## config.mk

```make
export PLATFORM = sky130hd
export DESIGN_NAME = bios_boot_loader
export DESIGN_NICKNAME = d
export VERILOG_FILES = /design/src/rtl/boot_pkg.sv /design/src/rtl/boot_skid.sv /design/src/rtl/bios_boot_loader.sv
export SDC_FILE = /design/constraint.sdc
export NUM_CORES = 1
export LEC_CHECK = 0
export BUFFER_PORTS_ARGS = -buffer_cell sky130_fd_sc_hd__buf_4
export CAP_MARGIN = 20
export CORE_MARGIN = 8
export CORE_UTILIZATION = 40
export DETAILED_ROUTE_END_ITERATION = 16
export PLACE_DENSITY_LB_ADDON = 0.25
export SYNTH_ARGS = -nofsm -noshare
export SYNTH_HDL_FRONTEND = slang
export SYNTH_SLANG_ARGS = --single-unit
```

## constraint.sdc

```tcl
create_clock -name clk -period 4.3 [get_ports clk]
set_input_delay 0.645 -clock clk [delete_from_list [all_inputs] [get_ports clk]]
set_output_delay 0.645 -clock clk [all_outputs]
set_load 0.05 [all_outputs]
```

## src/rtl/boot_pkg.sv

```systemverilog
// Shared state encoding and header constants for the BIOS boot sequencer.
package boot_pkg;

   typedef enum logic [1:0] {HDR, LEN, COPY, DONE} state_t;

   localparam int HDR_INDEX  = 0;
   localparam int ROM_AW_DEF = 9;
   localparam int MAX_LEN    = (1 << ROM_AW_DEF) - 1;

   function automatic int max_len(input int aw);
      return (1 << aw) - 1;
   endfunction

endpackage

```

## src/rtl/boot_skid.sv

```systemverilog
// One-entry skid buffer between the ROM read stage and the main-memory write port.
module boot_skid #(
   parameter int DATA_WIDTH     = 16,
   parameter int MEM_ADDR_WIDTH = 16
) (
   input  logic                      clk,
   input  logic                      rst_n,
   input  logic                      in_vld,
   input  logic [DATA_WIDTH-1:0]     in_data,
   input  logic [MEM_ADDR_WIDTH-1:0] in_addr,
   output logic                      in_rdy,
   output logic                      rdy_next,
   input  logic                      mem_ready,
   output logic                      mem_we,
   output logic [MEM_ADDR_WIDTH-1:0] mem_addr,
   output logic [DATA_WIDTH-1:0]     mem_wdata
);

   logic                      skid_vld;
   logic                      skid_vld_nxt;
   logic [DATA_WIDTH-1:0]     skid_data;
   logic [MEM_ADDR_WIDTH-1:0] skid_addr;
   logic                      in_fire;
   logic                      out_free;

   assign in_rdy       = !skid_vld;
   assign in_fire      = in_vld && !skid_vld;
   assign out_free     = !mem_we || mem_ready;
   assign skid_vld_nxt = skid_vld ? !out_free : (in_fire && !out_free);
   // Lets the reader hold the ROM address one cycle early, so the word it has
   // already launched always finds a slot.
   assign rdy_next     = !skid_vld_nxt;

   always_ff @(posedge clk or negedge rst_n) begin
      if (!rst_n) begin
         skid_vld  <= 1'b0;
         mem_we    <= 1'b0;
         mem_addr  <= '0;
         mem_wdata <= '0;
      end else begin
         skid_vld <= skid_vld_nxt;
         if (out_free) begin
            if (skid_vld) begin
               mem_we    <= 1'b1;
               mem_addr  <= skid_addr;
               mem_wdata <= skid_data;
            end else begin
               mem_we <= in_fire;
               if (in_fire) begin
                  mem_addr  <= in_addr;
                  mem_wdata <= in_data;
               end
            end
         end
      end
   end

   always_ff @(posedge clk) begin
      if (in_fire && !out_free) begin
         skid_data <= in_data;
         skid_addr <= in_addr;
      end
   end

endmodule

```

## src/rtl/bios_boot_loader.sv

```systemverilog
// Boot sequencer: reads a length header from ROM word 0, copies words 1..L into
// main memory and holds the CPU halted until the last write is accepted.
module bios_boot_loader
   import boot_pkg::*;
#(
   parameter int                        DATA_WIDTH     = 16,
   parameter int                        ADDR_WIDTH     = 9,
   parameter int                        MEM_ADDR_WIDTH = 16,
   parameter logic [MEM_ADDR_WIDTH-1:0] DEST_BASE      = '0
) (
   input  logic                      clk,
   input  logic                      rst_n,
   input  logic                      boot_req,
   output logic [ADDR_WIDTH-1:0]     rom_addr,
   input  logic [DATA_WIDTH-1:0]     rom_q,
   output logic                      mem_we,
   output logic [MEM_ADDR_WIDTH-1:0] mem_addr,
   output logic [DATA_WIDTH-1:0]     mem_wdata,
   input  logic                      mem_ready,
   output logic                      boot_done,
   output logic                      cpu_halt,
   output logic                      len_err
);

   localparam int LIMIT = max_len(ADDR_WIDTH);

   state_t                    state;
   logic [ADDR_WIDTH-1:0]     len;
   logic [ADDR_WIDTH-1:0]     rem;
   logic                      vld_p0;
   logic                      vld_p1;
   logic                      in_rdy;
   logic                      rdy_next;
   logic                      hdr_over;
   logic [ADDR_WIDTH-1:0]     hdr_len;
   logic                      issue;
   logic                      wr_fire;
   logic [MEM_ADDR_WIDTH-1:0] q_addr;

   assign hdr_over = 32'(rom_q) > 32'(LIMIT);
   assign hdr_len  = hdr_over ? ADDR_WIDTH'(LIMIT) : rom_q[ADDR_WIDTH-1:0];
   assign issue    = (state == COPY) && (rom_addr != len) && rdy_next;
   assign wr_fire  = mem_we && mem_ready;
   assign cpu_halt = !boot_done;

   // rom_q holds the word at the address presented one cycle earlier, which is
   // rom_addr minus one when the address advanced on the last edge.
   assign q_addr = DEST_BASE + MEM_ADDR_WIDTH'(rom_addr) - MEM_ADDR_WIDTH'(vld_p0)
                   - MEM_ADDR_WIDTH'(1);

   always_ff @(posedge clk or negedge rst_n) begin
      if (!rst_n) begin
         state     <= HDR;
         rom_addr  <= '0;
         len       <= '0;
         rem       <= '0;
         vld_p0    <= 1'b0;
         vld_p1    <= 1'b0;
         boot_done <= 1'b0;
         len_err   <= 1'b0;
      end else begin
         vld_p0 <= 1'b0;
         vld_p1 <= vld_p0 || (vld_p1 && !in_rdy);
         case (state)
            HDR: state <= LEN;
            LEN: begin
               len     <= hdr_len;
               rem     <= hdr_len;
               len_err <= hdr_over;
               if (hdr_len == '0) begin
                  state     <= DONE;
                  boot_done <= 1'b1;
               end else begin
                  rom_addr <= ADDR_WIDTH'(HDR_INDEX + 1);
                  vld_p0   <= 1'b1;
                  state    <= COPY;
               end
            end
            COPY: begin
               if (issue) begin
                  rom_addr <= rom_addr + ADDR_WIDTH'(1);
                  vld_p0   <= 1'b1;
               end
               if (wr_fire) begin
                  rem <= rem - ADDR_WIDTH'(1);
                  if (rem == ADDR_WIDTH'(1)) begin
                     state     <= DONE;
                     boot_done <= 1'b1;
                  end
               end
            end
            DONE: begin
               if (boot_req) begin
                  state     <= HDR;
                  boot_done <= 1'b0;
                  len_err   <= 1'b0;
                  rom_addr  <= ADDR_WIDTH'(HDR_INDEX);
               end
            end
            default: state <= HDR;
         endcase
      end
   end

   // ROM read stage to write-port stage
   boot_skid #(
      .DATA_WIDTH     (DATA_WIDTH),
      .MEM_ADDR_WIDTH (MEM_ADDR_WIDTH)
   ) u_skid (
      .clk       (clk),
      .rst_n     (rst_n),
      .in_vld    (vld_p1),
      .in_data   (rom_q),
      .in_addr   (q_addr),
      .in_rdy    (in_rdy),
      .rdy_next  (rdy_next),
      .mem_ready (mem_ready),
      .mem_we    (mem_we),
      .mem_addr  (mem_addr),
      .mem_wdata (mem_wdata)
   );

endmodule

```

==> metrics.md <==
| Metric | Value |
|---|---|
| Avg Synthesized Cell Area | 10.3 sq um |
| Starting Density | approximately 41% |
| #FFs+latches synth | 89 |
| Storage cell area | between 0.002 and 0.0025 sq mm |
| Largest net degree at the start of global routing | 63 |
| Setup TNS | 0 ps |
| CP Class | reg -> reg |
| DRT Wirelength | roughly 11000 um |
| Worst-Skew Late Latency | between 300 and 400 ps |
| Number of antenna violations at the first check in global routing | 0 |
| Commonest register cell after synthesis | dfrtp_1 |
| Top post-synthesis cells by area | dfrtp_1, edfxtp_1, mux2i_1, nand2_1, o21ai_0 |
| Pleak | 2.24 nW |
| Final min period | 2760 ps |
| Post-Synth Adder-Cell Area | 2.78% |
| Die W | 122 um |
| Routed length per instance | 17.0 um |
| Number of hold buffers added after CTS | 0 |
| Sw Pwr | 0.00199 W |
| R2r setup slk | around 1500 ps |
| Worst IR drop on VDD | 0.000497 V |
| CP Launch Type | flop |
| EDFF count, synth | 27 |
| Critical path fanouts, max | 7 |
| Core Region | 0.0109 sq mm |
| Least-Margin Pin Slew | 846 ps |
| CTS Sinks | about 90 |
| Vias in the first global route | approximately 3500 |
| CTS Buffer Depth | 2 |
| Num CTS Buffers | 9 |
| Root buffer cell | clkbuf_16 |
| Seq pwr share | 31.6% |
| Tot GR Track Use | around 15% |
| Final slew viol count | 0 |
| Distinct cell type count after synthesis | 62 |
| CP endpoint kind | flop |
| Area growth, synth to finish | 18.5% |
| H-tree depth | 3 |
| RSZ-0062 raised after global routing | false |
| Fill cells | about 1000 |
| Top-area cell type share of the netlist area | 34.5% |
| Synth async-reset ratio | 69.7% |
| CTS tree | yes |
| Yosys Warn Count | 0 |
| NumNets Final | 516 |
| Power Total | 0.00430 W |
| Number of DRC markers in iteration 0 | 246 |
| Post-CTS setup buffer count | 0 |
| Switching share of power | 46.4% |
| Design area | about 0.0053 sq mm |
| M1 GR Usage | 20.5% |
| Cts repair resizes | 0 |
| Max_cap viols | 0 |
| Global placer's final weighted congestion | 0.831 |
| Mapped Nets | roughly 470 |
| F_max | between 300 and 400 MHz |
| Synth area leader | dfrtp_1 |
| Final setup violation count | 0 |
| Clock Skew | 7.91 ps |
| Synth Area in XOR/XNOR | 4.67% |
| Met2 usage | 22.4% |
| Syn Inst Count | 436 |
| Cell area after synthesis | ~0.0045 sq mm |
| Critical path arrival | about 3000 ps |
| Fin crit share | 64.2% |
| Synth Area in Compound Gates | between 10% and 20% |
| Post-synthesis mux area share | 5.86% |
| Synth Area in Simple Gates | 15.4% |
| DIE AREA | 0.0149 sq mm |
| Clock slew at reported path FFs | 70 ps |
| 1st-pass router iterations | 5 |
| Slew margin rel. | 43.4% |
| Min-Delay Path Class | in -> async |
| Multi-input gate area | 0.00196 sq mm |
| Power Dens Cells | approximately 810 mW/mm^2 |
| Die Ht | 122 um |
| Final hold violation count | 0 |
| CP required | 4520 ps |
| # port buffers | 64 |
| Placement Cell Area | 0.00505 sq mm |
| Fraction of layout cells with a size suffix above 1 | roughly 20% |
| Met3 usage | 4.58% |
| IO Count | 65 |
| Avg Vias per Cell | about 5.4 |
| FP Rows | 38 |
| Gr ovfl total | 0 |
| Status | completed |
| Ant. Diodes | 0 |
| Internal power | 0.00230 W |
| Comb pwr share | 50.9% |
| DRC viols | 0 |
| First-pass GRT wire length | ~18000 um |
| Clock power share | 17.5% |
| DP HPWL | roughly 7600 um |
| GR peak layer | met2 |
| Antenna-violating nets left | 0 |
| Register area share after synthesis | 52.5% |
| Via count | 3422 |
| Largest family of logic cells by synthesized area | simple AND/OR/NAND/NOR gates |
## Yosys cell counts (2+ instances only)
cell      number
a31oi_1        2
nor3b_1        3
ha_1          10
nand2b_1       5
o21ai_0       38
o41ai_1        2
nand2_1       51
buf_4          5
nor3_1        11
or2_2          2
o22a_1         3
o211ai_1       2
inv_1         10
nor4_1         4
a221o_1        2
dfrtp_1       62
edfxtp_1      27
nor2_1        34
xnor2_1        6
clkbuf_1      14
buf_1          2
and3_1         6
xor2_1        18
nand3_1       15
o31a_1         2
o21a_1         4
nand4_1        3
buf_2          8
mux2i_1       23
a21o_1         5
o22ai_1        4
mux2_2         3
a21oi_1       15
and2_1         3
o21ai_2        2
o32ai_1        3
o21ai_1        2
## routing by layer
metal	up-vias	routed length (um)
met5	-	0
met4	0	131
met3	14	730
met2	99	4790
met1	1661	5050
li1	1648	-
## worst max-delay path, cell delays in order (launching register included)
cell	delay [ps]
dfrtp_1	480
inv_1	120
ha_1	250
ha_1	270
or2_4	270
o21ai_2	140
o211ai_2	180
a2111oi_2	460
xor2_1	140
a221o_1	340
## path summary, 6_finish.rpt
| path | to | depth (start not counted) | startpoint |
|---|---|---|---|
| min in group clk | u_skid.mem_addr[0] | 2 | u_skid.mem_addr[0] |
| worst min-delay path | u_skid.mem_addr[1] | 1 | rst_n |
| max in group asynchronous | len[2] | 1 | rst_n |
| worst max register to register | u_skid.mem_addr[8] | 9 | rom_addr[0] |
| worst max-delay path | u_skid.mem_addr[8] | 9 | rom_addr[0] |
| worst min register to register | u_skid.mem_addr[0] | 2 | u_skid.mem_addr[0] |
## final cells by class
type / count / area share (%)
timing repair buffer: 69 / 9.71
inverter: 10 / 0.704
clock inverter: 6 / 0.962
multi-input combinational: 307 / 36.8
sequential: 89 / 44.3
tap: 140 / 3.28
clock buffer: 10 / 4.29
## through the flow
step,cells,hold slack (ps),utilization [%],worst slack (ps)
floorplan,436,349,-,861
global placement,615,464,46.2,1530
detailed placement,615,472,46.2,1470
CTS,631,436,48.8,1530
global route,631,463,48.8,1350
finish,631,400,48.8,1540
## registers in the layout, summed over array words and instances, names as in the netlist
register          count
u_skid.mem_wdata     16
len_err               1
vld_p0                1
vld_p1                1
len                   9
u_skid.mem_addr      11
state                 2
boot_done             1
u_skid.skid_data     16
rom_addr              9
rem                   9
u_skid.skid_addr     11
u_skid.mem_we         1
u_skid.skid_vld       1
## power by group through the flow
stage                     combinational, W  clock, W  sequential (W)
after floorplan                    0.00117         0         0.00182
after global placement             0.00216         0         0.00136
after detailed placement           0.00220         0         0.00138
after CTS                          0.00220  0.000768         0.00136
after global routing               0.00240  0.000801         0.00140
final                              0.00219  0.000751         0.00136
## layout by cell type (no fill, tap or decap), drive strengths merged, types with 5 or more instances in the layout
cell | synthesis | layout
o21ai | 42 | 42
edfxtp | 27 | 27
xnor2 | 6 | 6
nor3 | 11 | 11
ha | 10 | 10
nand2b | 5 | 5
a21o | 5 | 5
dfrtp | 62 | 62
inv | 10 | 13
and3 | 6 | 6
a21oi | 16 | 16
nand2 | 51 | 51
xor2 | 18 | 18
mux2i | 23 | 23
clkbuf | 14 | 10
buf | 16 | 69
nand3 | 15 | 15
nor2 | 35 | 35
## cell families after synthesis
logic type                 count (synthesis)
adders and majority gates                 10
xor gates and xnor gates                  24
buffers and inverters                     40
DFF                                       89
AOI/OAI and AO/OA                        101
and+or+nand+nor                          146
muxes                                     26
(Power assumes the default switching activity.)
